[config.mk]
export PLATFORM = sky130hd
export DESIGN_NAME = huffman_decoder
export DESIGN_NICKNAME = d
export VERILOG_FILES = /design/src/rtl/huffman_decoder.sv
export SDC_FILE = /design/constraint.sdc
export NUM_CORES = 1
export LEC_CHECK = 0
export CORE_MARGIN = 5
export CORE_UTILIZATION = 40
export DETAILED_ROUTE_END_ITERATION = 7
export GPL_TIMING_DRIVEN = 0
export SYNTH_ARGS = -nofsm -noshare
export SYNTH_HDL_FRONTEND = slang
export SYNTH_SLANG_ARGS = --single-unit
[constraint.sdc]
create_clock -name clock -period 5.9 [get_ports clock]
set_clock_uncertainty 0.2 [all_clocks]
set_input_delay 0.59 -clock clock [delete_from_list [all_inputs] [get_ports clock]]
set_output_delay 0.59 -clock clock [all_outputs]
set_load 0.005 [all_outputs]
[src/rtl/huffman_decoder.sv]
// Huffman decoder: loads a symbol/length/code table, then decodes an MSB-first serial bitstream.
// Optional HUFF_DEC_COUNT_EN adds a 16-bit sym_count output counting decoded symbols.
module huffman_decoder #(
  parameter int unsigned SYMBOL_WIDTH = 8,
  parameter int unsigned LEN_WIDTH    = 4,
  parameter int unsigned CODE_WIDTH   = 8,
  parameter int unsigned TABLE_DEPTH  = 8
) (
  input  logic                    clock,
  input  logic                    reset_n,
  input  logic                    table_we,
  input  logic [SYMBOL_WIDTH-1:0] table_symbol,
  input  logic [LEN_WIDTH-1:0]    table_length,
  input  logic [CODE_WIDTH-1:0]   table_code,
  input  logic                    table_done,
  input  logic                    flush,
  input  logic                    bit_in,
  input  logic                    bit_valid,
  output logic                    bit_ready,
  output logic [SYMBOL_WIDTH-1:0] sym_out,
  output logic [LEN_WIDTH-1:0]    sym_length,
  output logic                    sym_valid,
  output logic                    error,
  output logic                    table_full,
`ifdef HUFF_DEC_COUNT_EN
  output logic [15:0]             sym_count,
`endif
  output logic [1:0]              dec_state
);

  localparam int unsigned CNT_W = $clog2(TABLE_DEPTH + 1);
  localparam int unsigned N_W   = $clog2(CODE_WIDTH + 1);

  typedef enum logic [1:0] {
    ST_LOAD   = 2'b00,
    ST_DECODE = 2'b01,
    ST_ERROR  = 2'b10
  } state_e;

  typedef struct packed {
    logic                    valid;
    logic [SYMBOL_WIDTH-1:0] sym;
    logic [LEN_WIDTH-1:0]    len;
    logic [CODE_WIDTH-1:0]   code;
  } entry_t;

  state_e                  state_q, state_d;
  entry_t                  tbl_q [TABLE_DEPTH];
  entry_t                  tbl_d [TABLE_DEPTH];
  logic [CNT_W-1:0]        count_q, count_d;
  logic [CODE_WIDTH-1:0]   acc_q, acc_d;
  logic [N_W-1:0]          n_q, n_d;
  logic [SYMBOL_WIDTH-1:0] sym_out_q, sym_out_d;
  logic [LEN_WIDTH-1:0]    sym_length_q, sym_length_d;
  logic                    sym_valid_q, sym_valid_d;
  logic                    error_q, error_d;
  logic                    bit_ready_q, bit_ready_d;
  logic                    table_full_q, table_full_d;
`ifdef HUFF_DEC_COUNT_EN
  logic [15:0]             sym_count_q, sym_count_d;
`endif

  logic [CODE_WIDTH-1:0]   acc_next;
  logic [N_W-1:0]          n_next;
  logic [CODE_WIDTH-1:0]   mask;
  logic                    match_hit;
  entry_t                  match_e;
  logic                    entry_ok;

  // Parallel match of the shifted accumulator against every entry; lowest index wins.
  always_comb begin
    acc_next  = (acc_q << 1) | CODE_WIDTH'(bit_in);
    n_next    = n_q + N_W'(1);
    mask      = '0;
    match_hit = 1'b0;
    match_e   = '0;
    for (int i = 0; i < int'(CODE_WIDTH); i++) begin
      mask[i] = (int'(n_next) > i);
    end
    for (int i = int'(TABLE_DEPTH) - 1; i >= 0; i--) begin
      if (tbl_q[i].valid && (32'(tbl_q[i].len) == 32'(n_next)) &&
          (((tbl_q[i].code ^ acc_next) & mask) == '0)) begin
        match_hit = 1'b1;
        match_e   = tbl_q[i];
      end
    end
  end

  assign entry_ok = (count_q < CNT_W'(TABLE_DEPTH)) && (table_length != '0) &&
                    (32'(table_length) <= 32'(CODE_WIDTH));

  always_comb begin
    state_d      = state_q;
    tbl_d        = tbl_q;
    count_d      = count_q;
    acc_d        = acc_q;
    n_d          = n_q;
    sym_out_d    = sym_out_q;
    sym_length_d = sym_length_q;
    sym_valid_d  = 1'b0;
    error_d      = error_q;

    case (state_q)
      ST_LOAD: begin
        if (table_we && entry_ok) begin
          for (int i = 0; i < int'(TABLE_DEPTH); i++) begin
            if (CNT_W'(i) == count_q) begin
              tbl_d[i] = '{valid: 1'b1, sym: table_symbol, len: table_length, code: table_code};
            end
          end
          count_d = count_q + CNT_W'(1);
        end
        if (table_done) begin
          if (count_d != '0) begin
            state_d = ST_DECODE;
          end else begin
            state_d = ST_ERROR;
            error_d = 1'b1;
          end
        end
      end
      ST_DECODE: begin
        if (flush) begin
          acc_d = '0;
          n_d   = '0;
        end else if (bit_valid) begin
          if (match_hit) begin
            sym_valid_d  = 1'b1;
            sym_out_d    = match_e.sym;
            sym_length_d = match_e.len;
            acc_d        = '0;
            n_d          = '0;
          end else if (n_next == N_W'(CODE_WIDTH)) begin
            state_d = ST_ERROR;
            error_d = 1'b1;
            acc_d   = '0;
            n_d     = '0;
          end else begin
            acc_d = acc_next;
            n_d   = n_next;
          end
        end
      end
      ST_ERROR: begin
        if (flush) begin
          acc_d   = '0;
          n_d     = '0;
          error_d = 1'b0;
          state_d = (count_q != '0) ? ST_DECODE : ST_LOAD;
        end
      end
      default: state_d = ST_LOAD;
    endcase

    bit_ready_d  = (state_d == ST_DECODE);
    table_full_d = (count_d == CNT_W'(TABLE_DEPTH));
`ifdef HUFF_DEC_COUNT_EN
    sym_count_d  = sym_count_q + 16'(sym_valid_d);
`endif
  end

  always_ff @(posedge clock or negedge reset_n) begin
    if (!reset_n) begin
      state_q      <= ST_LOAD;
      for (int i = 0; i < int'(TABLE_DEPTH); i++) begin
        tbl_q[i] <= '0;
      end
      count_q      <= '0;
      acc_q        <= '0;
      n_q          <= '0;
      sym_out_q    <= '0;
      sym_length_q <= '0;
      sym_valid_q  <= 1'b0;
      error_q      <= 1'b0;
      bit_ready_q  <= 1'b0;
      table_full_q <= 1'b0;
`ifdef HUFF_DEC_COUNT_EN
      sym_count_q  <= '0;
`endif
    end else begin
      state_q      <= state_d;
      tbl_q        <= tbl_d;
      count_q      <= count_d;
      acc_q        <= acc_d;
      n_q          <= n_d;
      sym_out_q    <= sym_out_d;
      sym_length_q <= sym_length_d;
      sym_valid_q  <= sym_valid_d;
      error_q      <= error_d;
      bit_ready_q  <= bit_ready_d;
      table_full_q <= table_full_d;
`ifdef HUFF_DEC_COUNT_EN
      sym_count_q  <= sym_count_d;
`endif
    end
  end

  assign dec_state  = state_q;
  assign bit_ready  = bit_ready_q;
  assign sym_out    = sym_out_q;
  assign sym_length = sym_length_q;
  assign sym_valid  = sym_valid_q;
  assign error      = error_q;
  assign table_full = table_full_q;
`ifdef HUFF_DEC_COUNT_EN
  assign sym_count  = sym_count_q;
`endif

endmodule

==> impl_metrics.tcl, run 1 <==
set metrics [dict create \
    routed_wl_mm 28.60 \
    grt_max_degree 112 \
    clkTransAtPathRegs_ps 60 \
    seq_area_frac_synth 0.4950 \
    synth-async-reset-ratio 1.000 \
    synth-simple-area-share 0.08471 \
    synthMuxAreaShare 0.1770 \
    yosys-top-cells-area "dfrtp_1 (49%), mux2_2 (18%), xnor2_1 (4.8%), xor2_1 (3.1%), o21ai_0 (1.4%)" \
    ant_nets 0 \
    timing.final.max_slew_violations 0 \
    crit_path_start_kind "register" \
    dp_cells 1222 \
    ir_worst_vdd_mv 0.1666 \
    layout_common_cells "dfrtp_1 (201), mux2_2 (158), xnor2_1 (56), clkbuf_1 (45), clkdlybuf4s50_1 (41)" \
    synth_top_area_frac 0.4950 \
    dpl-instance-area_mm2 0.01103 \
    stdcell_count 1264 \
    cp.depth 14 \
    vias_per_cell 5.632 \
    drive_gt1_frac 0.2484 \
    critPathRequiredTime_ps 6100 \
    cp_slowest_cell "nor4_1" \
    cp.arrival_ps 5500 \
    p_total_mw 2.896 \
    grt_usage 0.1991 \
    dr.pass1.iters 5 \
    core_area_mm2 0.02511 \
    path_class "reg2reg" \
    clkSinkCount 201 \
    num_vias 7119 \
    cts_resized 0 \
    synthFlopType "dfrtp_1" \
    fin_crit_ps 5303 \
    n_antenna_cell 0 \
    drv_cap 0 \
    synth.distinct_cells 72 \
    yosys_warnings 0 \
    cts_buffers 23 \
    hold_ws_ps 269.7 \
    syn_nets 883 \
    rsz0062_at_grt "false" \
    netlist_instances 849 \
    finalCritPeriodShare 0.8988 \
    path_buf_inv 4 \
    grt_pass1_wl_mm 43.97 \
    cpPeakStageDelay_ps 850 \
    powerDensity_mw_per_mm2 246.7 \
    syn_avg_cell_area_um2 11.97 \
    syn_area_mm2 0.01016 \
    hold_path_class "reg2reg" \
    crit_family "compound AO/OA/AOI/OAI gates" \
    relSlewSlack 0.1534 \
    post-cts-setup-buffers 0 \
    portBuffers 42 \
    critPathMaxFanout 10 \
    yosysTopAreaCell "dfrtp_1" \
    synth_compound_area_frac 0.1194 \
    min_path_cells 1 \
    setup_viol 0 \
    synth_seq_cells 201 \
    synth_fa_ha_area_frac 0.008619 \
    antenna_found_initial 0 \
    grt_pass1_vias 7189 \
    fmax_mhz 188.6 \
    htreeDepth 1 \
    synth_top_family_by_area "multiplexers" \
    cts_root_buffer "clkbuf_16" \
    reg2reg_depth 14 \
    yosys.area_share.xor_xnor 0.08360 \
    drc_errors 0 \
    grt_overflow 0 \
    status "finished, final reports clean" \
    worstMarginPinSlew_ps 1270 \
    synth_edf_count 0 \
    gp_congestion 0.8445 \
    final_common_cell "dfrtp_1" \
    syn_to_final_growth_pct 15.54 \
    fillers 2417 \
    cts_buffer_depth 3 \
    hold_violations 0 \
    die_h_um 169.4 \
    nets 952 \
    postCtsHoldBufs 1 \
    clock_latency_ps 520 \
    power_leakage_nw 5.483 \
    critPathCaptureType "register" \
    die_area_mm2 0.02869 \
    design_area_mm2 0.01174 \
    cp_cell_sequence "buf_2 > inv_1 > ha_1 > buf_2 > xnor2_1 > nand3_1 > a211oi_1 > o221ai_1 > nor4_1 > nor3_2 > a41oi_4 > buf_6 > o21ai_1 > o22a_1" \
    crit_top_cell "buf_2" \
    rows 58 \
    wl_per_cell_um 22.62 \
    num_io_pins 45 \
    start_util 0.4047 \
    dp.final_hpwl_mm 19.35 \
    cts_tree "yes" \
    drt_iter0_drc 490 \
    die_x_um 169.4 \
]
==> synthesized netlist by cell type (13+ instances only) <==
| library cell | number |
|---|---|
| dfrtp_1 | 201 |
| mux2_2 | 158 |
| xnor2_1 | 56 |
| clkbuf_1 | 37 |
| xor2_1 | 36 |
| nor2_1 | 29 |
| o21ai_0 | 29 |
| nand2_1 | 21 |
| a21oi_1 | 20 |
| and3_1 | 19 |
| inv_1 | 19 |
| nand3_1 | 18 |
| nand4_1 | 18 |
| o211ai_1 | 13 |
==> metrics by stage <==
step	util	setup slack [ps]	setup TNS (ps)
after floorplan	-	2315	0
after global placement	0.4379	-4812	-963510
after detailed placement	0.4392	622.6	0
after CTS	0.4676	607.6	0
after global routing	0.4676	423.8	0
final	0.4676	597.0	0
==> flip-flops by register name, indices dropped and copies added (netlist names) <==
register and count:
table_full 1, count_q 4, acc_q 7, tbl_q 168, sym_valid 1, dec_state 2
n_q 4, bit_ready 1, sym_out 8, error 1, sym_length 4
==> logic make-up after synthesis <==
| kind of cell | Yosys count |
|---|---|
| AOI/OAI and AO/OA | 162 |
| and+or+nand+nor | 150 |
| buffers and inverters | 75 |
| adders and majority gates | 7 |
| muxes | 160 |
| xor gates and xnor gates | 94 |
| DFF | 201 |
==> cell type report <==
cell class / instances / area, um^2 / share of cell area
Clock buffer: 36 / 674.4 / 0.05744
Multi-Input combinational cell: 573 / 4811 / 0.4097
Buffer: 56 / 250.2 / 0.02131
Timing Repair Buffer: 44 / 462.9 / 0.03943
Inverter: 19 / 71.32 / 0.006074
Sequential cell: 201 / 5030 / 0.4284
Clock inverter: 5 / 28.78 / 0.002451
Tap cell: 330 / 412.9 / 0.03517
==> final timing paths <==
| check | slack (ps) | endpoint | start |
|---|---|---|---|
| max | 600 | sym_out[6]$_DFFE_PN0P_ | n_q[0]$_DFFE_PN0P_ |
| min | 270 | tbl_q[83]$_DFFE_PN0P_ | tbl_q[83]$_DFFE_PN0P_ |
| max reg2reg | 600 | sym_out[6]$_DFFE_PN0P_ | n_q[0]$_DFFE_PN0P_ |
| min reg2reg | 270 | tbl_q[83]$_DFFE_PN0P_ | tbl_q[83]$_DFFE_PN0P_ |
| max in group asynchronous | 4010 | tbl_q[99]$_DFFE_PN0P_ | reset_n |
| min in group asynchronous | 490 | acc_q[0]$_DFFE_PN0P_ | reset_n |
==> routing by layer <==
metal | vias to the layer above | global-route usage | part of all wire
met3 | 39 | 0.03424 | 0.062
met1 | 3648 | 0.2902 | 0.46
li1 | 3247 | - | -
met4 | 0 | 0.05285 | 0.024
met2 | 185 | 0.3090 | 0.46
met5 | - | 0 | 0
==> power by group <==
group	internal, mW	leakage, nW	switching, mW
sequential	1.38	2.76	0.00329
combinational	0.0514	2.37	0.103
clock	0.782	0.349	0.574
Power figures use the tool's default switching activity.
==> inputs of run 2 (changes only) <==
Clock period 5.9 ns to 6.8 ns, I/O delays scaled along.
==> run 2 against run 1 <==
The run now ends with hold timing left. Via count increased by 0.31%. Global-route usage about the same. Design area about the same. Routed wire length hardly changed. Maximum frequency fell by 0.47%. Largest power group unchanged. Critical path depth stayed put. Highest routed layer unchanged. Clock power down 13%.
==> impl_metrics.tcl, run 2 (synthesis gave the netlist of run 1 again) <==
set metrics [dict create \
    status "finished with violations" \
    violations "hold timing" \
    layout_common_cells "dfrtp_1 (201), mux2_2 (158), xnor2_1 (56), clkbuf_1 (45), clkdlybuf4s50_1 (41)" \
    power_leakage_nw 5.479 \
    clock_latency_ps 520 \
    die_h_um 169.4 \
    hold_ws_ps -17.38 \
    start_util 0.4047 \
    num_vias 7141 \
    rsz0062_at_grt "false" \
    ir_worst_vdd_mv 0.1448 \
    postCtsHoldBufs 0 \
    largest_register_ffs 168 \
    final_core_util 0.4672 \
    drt_iter0_drc 565 \
    gp_congestion 0.8445 \
    cts_root_buffer "clkbuf_16" \
    clkTransAtPathRegs_ps 60 \
    fmax_mhz 187.7 \
    cts_resized 0 \
    final_common_cell "dfrtp_1" \
    worstMarginPinSlew_ps 1278 \
    nets 951 \
    die_area_mm2 0.02869 \
    die_x_um 169.4 \
    cts_buffers 23 \
    powerDensity_mw_per_mm2 214.2 \
    dr.pass1.iters 7 \
    regMostFlops "tbl_q" \
    htreeDepth 1 \
    relSlewSlack 0.1482 \
    p_total_mw 2.513 \
    dp.final_hpwl_mm 19.35 \
    syn_to_final_growth_pct 15.44 \
    core_area_mm2 0.02511 \
    wl_per_cell_um 22.63 \
    setup_viol 0 \
    ant_nets 0 \
    portBuffers 42 \
    post-cts-setup-buffers 0 \
    cts_tree "yes" \
    critPathRequiredTime_ps 7010 \
    clkSinkCount 201 \
    num_io_pins 45 \
    critPathMaxFanout 10 \
    crit_path_start_kind "register" \
    hold_path_class "in2async" \
    tns_ps 0 \
    antenna_found_initial 0 \
    routed_wl_mm 28.58 \
    drive_gt1_frac 0.2487 \
    r2r_slack_ps 1470 \
    path_class "reg2reg" \
    grt_max_degree 112 \
    cp.arrival_ps 5530 \
    grt_pass1_vias 7188 \
    vias_per_cell 5.654 \
    rows 58 \
    drc_errors 0 \
    timing.final.max_slew_violations 0 \
    grt_overflow 0 \
    finalCritPeriodShare 0.7836 \
    n_antenna_cell 0 \
    drv_cap 0 \
    grt_pass1_wl_mm 43.96 \
    grt_usage 0.1990 \
    fin_crit_ps 5328 \
    hold_violations 13 \
    cts_buffer_depth 3 \
    critPathCaptureType "register" \
]
[run 2: cell types whose count changed in the layout (fill, tap and decap cells not counted)]
cell and delta:
dlygate4sd3_1 -1
[run 2: path summary, 6_finish.rpt]
check / startpoint / to / cells past startpoint
worst max-delay path: n_q[0]$_DFFE_PN0P_ / sym_out[6]$_DFFE_PN0P_ / 14
worst min-delay path: reset_n / acc_q[0]$_DFFE_PN0P_ / 1
worst max register to register: n_q[0]$_DFFE_PN0P_ / sym_out[6]$_DFFE_PN0P_ / 14
worst min register to register: tbl_q[20]$_DFFE_PN0P_ / tbl_q[20]$_DFFE_PN0P_ / 1
max in group asynchronous: reset_n / tbl_q[97]$_DFFE_PN0P_ / 2
min in group clock: tbl_q[20]$_DFFE_PN0P_ / tbl_q[20]$_DFFE_PN0P_ / 1
[run 2: report_power, final]
group          switching (mW)  internal, mW  total, mW
sequential            0.00285          1.20       1.20
combinational          0.0893        0.0442      0.134
clock                   0.499         0.679       1.18
[run 2: through the flow]
stage,setup WS (ps),instance area [um^2],cells,hold WS [ps]
floorplan,3215,10160,849,184.4
global placement,-4002,11000,1221,250.1
detailed placement,1523,11030,1222,252.1
CTS,1508,11730,1263,13.59
global route,1324,11730,1263,11.87
finish,1472,11730,1263,-17.38
[run 2: layer usage]
| layer | share of wire | wire length, um | global-route usage |
|---|---|---|---|
| met5 | 0 | 0 | 0 |
| met4 | 0.025 | 704 | 0.05285 |
| met3 | 0.050 | 1432 | 0.03424 |
| met2 | 0.46 | 13020 | 0.3090 |
| met1 | 0.47 | 13410 | 0.2901 |
[run 2: worst max-delay path, cell delays in order (launching register included)]
cell	delay, ps
dfrtp_1	520
buf_2	370
inv_1	180
ha_1	390
buf_2	330
xnor2_1	160
nand3_1	120
a211oi_1	460
o221ai_1	340
nor4_1	840
nor3_2	280
a41oi_4	530
buf_6	230
o21ai_1	80
o22a_1	160
[run 2: area by class of cell]
type	count	area, um^2
Fill cell	2418	13380
Sequential cell	201	5030
Multi-Input combinational cell	573	4811
Clock buffer	36	674.4
Timing Repair Buffer	43	452.9
Tap cell	330	412.9
Buffer	56	250.2
Inverter	19	71.32
Clock inverter	5	28.78
==> inputs of run 3 (changes only) <==
Clock period 6.8 ns to 5.3 ns, I/O delays scaled along.
==> run 3 against run 2 <==
The flow now finishes without violations. Register-to-register slack got worse by 1300 ps. Critical path depth decreased by 2. Sequential share of layout area decreased by 0.059 points. First-iteration DRC count fell by 15%. Maximum frequency is 4.2% higher. Total power is 28% higher. Design area is 0.14% higher. Worst setup slack got worse by 1300 ps. Routed wire length up 0.15%. Sequential power grew 28%. Clock power increased by 28%. Critical endpoint is now n_q[0]$_DFFE_PN0P_.
==> impl_metrics.tcl, run 3 (synthesis gave the netlist of run 1 again) <==
set metrics [dict create \
    critPathMaxFanout 10 \
    p_int_mw 2.466 \
    critPathCaptureType "register" \
    grt_usage 0.1991 \
    portBuffers 42 \
    fin_crit_ps 5112 \
    start_util 0.4047 \
    pre_cts_ws_ps 22.56 \
    powerDensity_mw_per_mm2 274.7 \
    grt_overflow 0 \
    ant_nets 0 \
    regMostFlops "tbl_q" \
    largest_register_ffs 168 \
    cts_buffer_depth 3 \
    cts_tree "yes" \
    reg2reg_depth 12 \
    drc_errors 0 \
    seq_power_share 0.478 \
    num_io_pins 45 \
    cts_buffers 23 \
    r2r_slack_ps 190 \
    power_frac_comb 0.053 \
    setup_ws_ps 187.7 \
    num_vias 7147 \
    antenna_found_initial 0 \
    hold_path_class "reg2reg" \
    setup_viol 0 \
    grt_pass1_vias 7189 \
    reg2reg_to "n_q[0]$_DFFE_PN0P_" \
    dr.pass1.iters 5 \
    ir_worst_vdd_mv 0.1859 \
    grt_max_degree 112 \
    clkSinkCount 201 \
    clkTransAtPathRegs_ps 60 \
    tns_ps 0 \
    layout_common_cells "dfrtp_1 (201), mux2_2 (158), xnor2_1 (56), clkbuf_1 (45), clkdlybuf4s50_1 (41)" \
    finalCritPeriodShare 0.9646 \
    p_total_mw 3.227 \
    hold_violations 0 \
    vias_per_cell 5.654 \
    rows 58 \
    worstMarginPinSlew_ps 1258 \
    drive_gt1_frac 0.2495 \
    n_antenna_cell 0 \
    rsz0062_at_grt "false" \
    core_area_mm2 0.02511 \
    routed_wl_mm 28.62 \
    power_leakage_nw 5.484 \
    drt_iter0_drc 478 \
    switching_share 0.2359 \
    nets 952 \
    power_switching_uw 761.3 \
    path_class "reg2reg" \
    r2r-start "n_q[0]$_DFFE_PN0P_" \
    grt_pass1_wl_mm 43.97 \
    cts_root_buffer "clkbuf_16" \
    die_area_mm2 0.02869 \
    worstSetupEndpoint "n_q[0]$_DFFE_PN0P_" \
    clock_latency_ps 520 \
    dp.final_hpwl_mm 19.35 \
    gp_congestion 0.8445 \
    die_h_um 169.4 \
    timing.final.max_slew_violations 0 \
    wl_per_cell_um 22.64 \
    cp.arrival_ps 5360 \
    drv_cap 0 \
    final_common_cell "dfrtp_1" \
    crit_path_start_kind "register" \
    critPathRequiredTime_ps 5550 \
    status "finished, final reports clean" \
    fmax_mhz 195.6 \
    hold_ws_ps 269.8 \
    post-cts-setup-buffers 0 \
    syn_to_final_growth_pct 15.60 \
    p_clk_frac 0.469 \
    relSlewSlack 0.1611 \
    startpoint "n_q[0]$_DFFE_PN0P_" \
    die_x_um 169.4 \
    htreeDepth 1 \
]
run 3: area by class of cell:
cell class | instances | area, um^2
fill | 2417 | 13360
clock inverter | 5 | 28.78
clock buffer | 36 | 674.4
inverter | 19 | 71.32
multi-input combinational | 573 | 4817
timing repair buffer | 44 | 462.9
tap | 330 | 412.9
sequential | 201 | 5030
buffer | 56 | 250.2
run 3: worst max-delay path, stage by stage, from the launching register on:
cell,delay (ps)
dfrtp_1,520
buf_2,380
inv_1,170
ha_1,380
buf_2,340
nand3b_1,220
nand3_1,350
a22o_1,260
nor4_2,100
nor3_2,560
nand4_1,430
nor3b_2,840
mux2_2,290
run 3: per-layer routing:
| metal | track usage | vias up | share of wire |
|---|---|---|---|
| met3 | 0.03424 | 45 | 0.053 |
| met2 | 0.3090 | 194 | 0.45 |
| met4 | 0.05285 | 0 | 0.024 |
| li1 | - | 3246 | - |
| met1 | 0.2902 | 3662 | 0.47 |
| met5 | 0 | - | 0 |
run 3: power by group through the flow:
stage / Clock [mW] / Sequential [mW] / Combinational, mW
floorplan: 0 / 1.57 / 0.0776
global placement: 0 / 1.57 / 0.171
detailed placement: 0 / 1.57 / 0.174
CTS: 1.54 / 1.54 / 0.175
global route: 1.61 / 1.54 / 0.191
finish: 1.51 / 1.54 / 0.172
run 3: worst min path at each step:
stage	slack, ps	cells after the start	from	to
4_1_cts	270	1	tbl_q[83]$_DFFE_PN0P_	tbl_q[83]$_DFFE_PN0P_
3_3_place_gp	250	1	tbl_q[83]$_DFFE_PN0P_	tbl_q[83]$_DFFE_PN0P_
5_1_grt	290	1	tbl_q[41]$_DFFE_PN0P_	tbl_q[41]$_DFFE_PN0P_
2_1_floorplan	30	0	reset_n	acc_q[0]$_DFFE_PN0P_
3_5_place_dp	250	1	tbl_q[83]$_DFFE_PN0P_	tbl_q[83]$_DFFE_PN0P_
6_report	270	1	tbl_q[20]$_DFFE_PN0P_	tbl_q[20]$_DFFE_PN0P_
run 3: timing repair:
action	CTS	global route
endpoints found under the hold margin	90	0
setup endpoints to repair	0	13
hold buffers	1	0
gates resized for setup	0	1
run 3: through the flow:
stage | utilization | instances | instance area [um^2]
floorplan | - | 849 | 10160
global placement | 0.4379 | 1221 | 11000
detailed placement | 0.4392 | 1222 | 11030
CTS | 0.4676 | 1264 | 11740
global route | 0.4679 | 1264 | 11750
finish | 0.4679 | 1264 | 11750
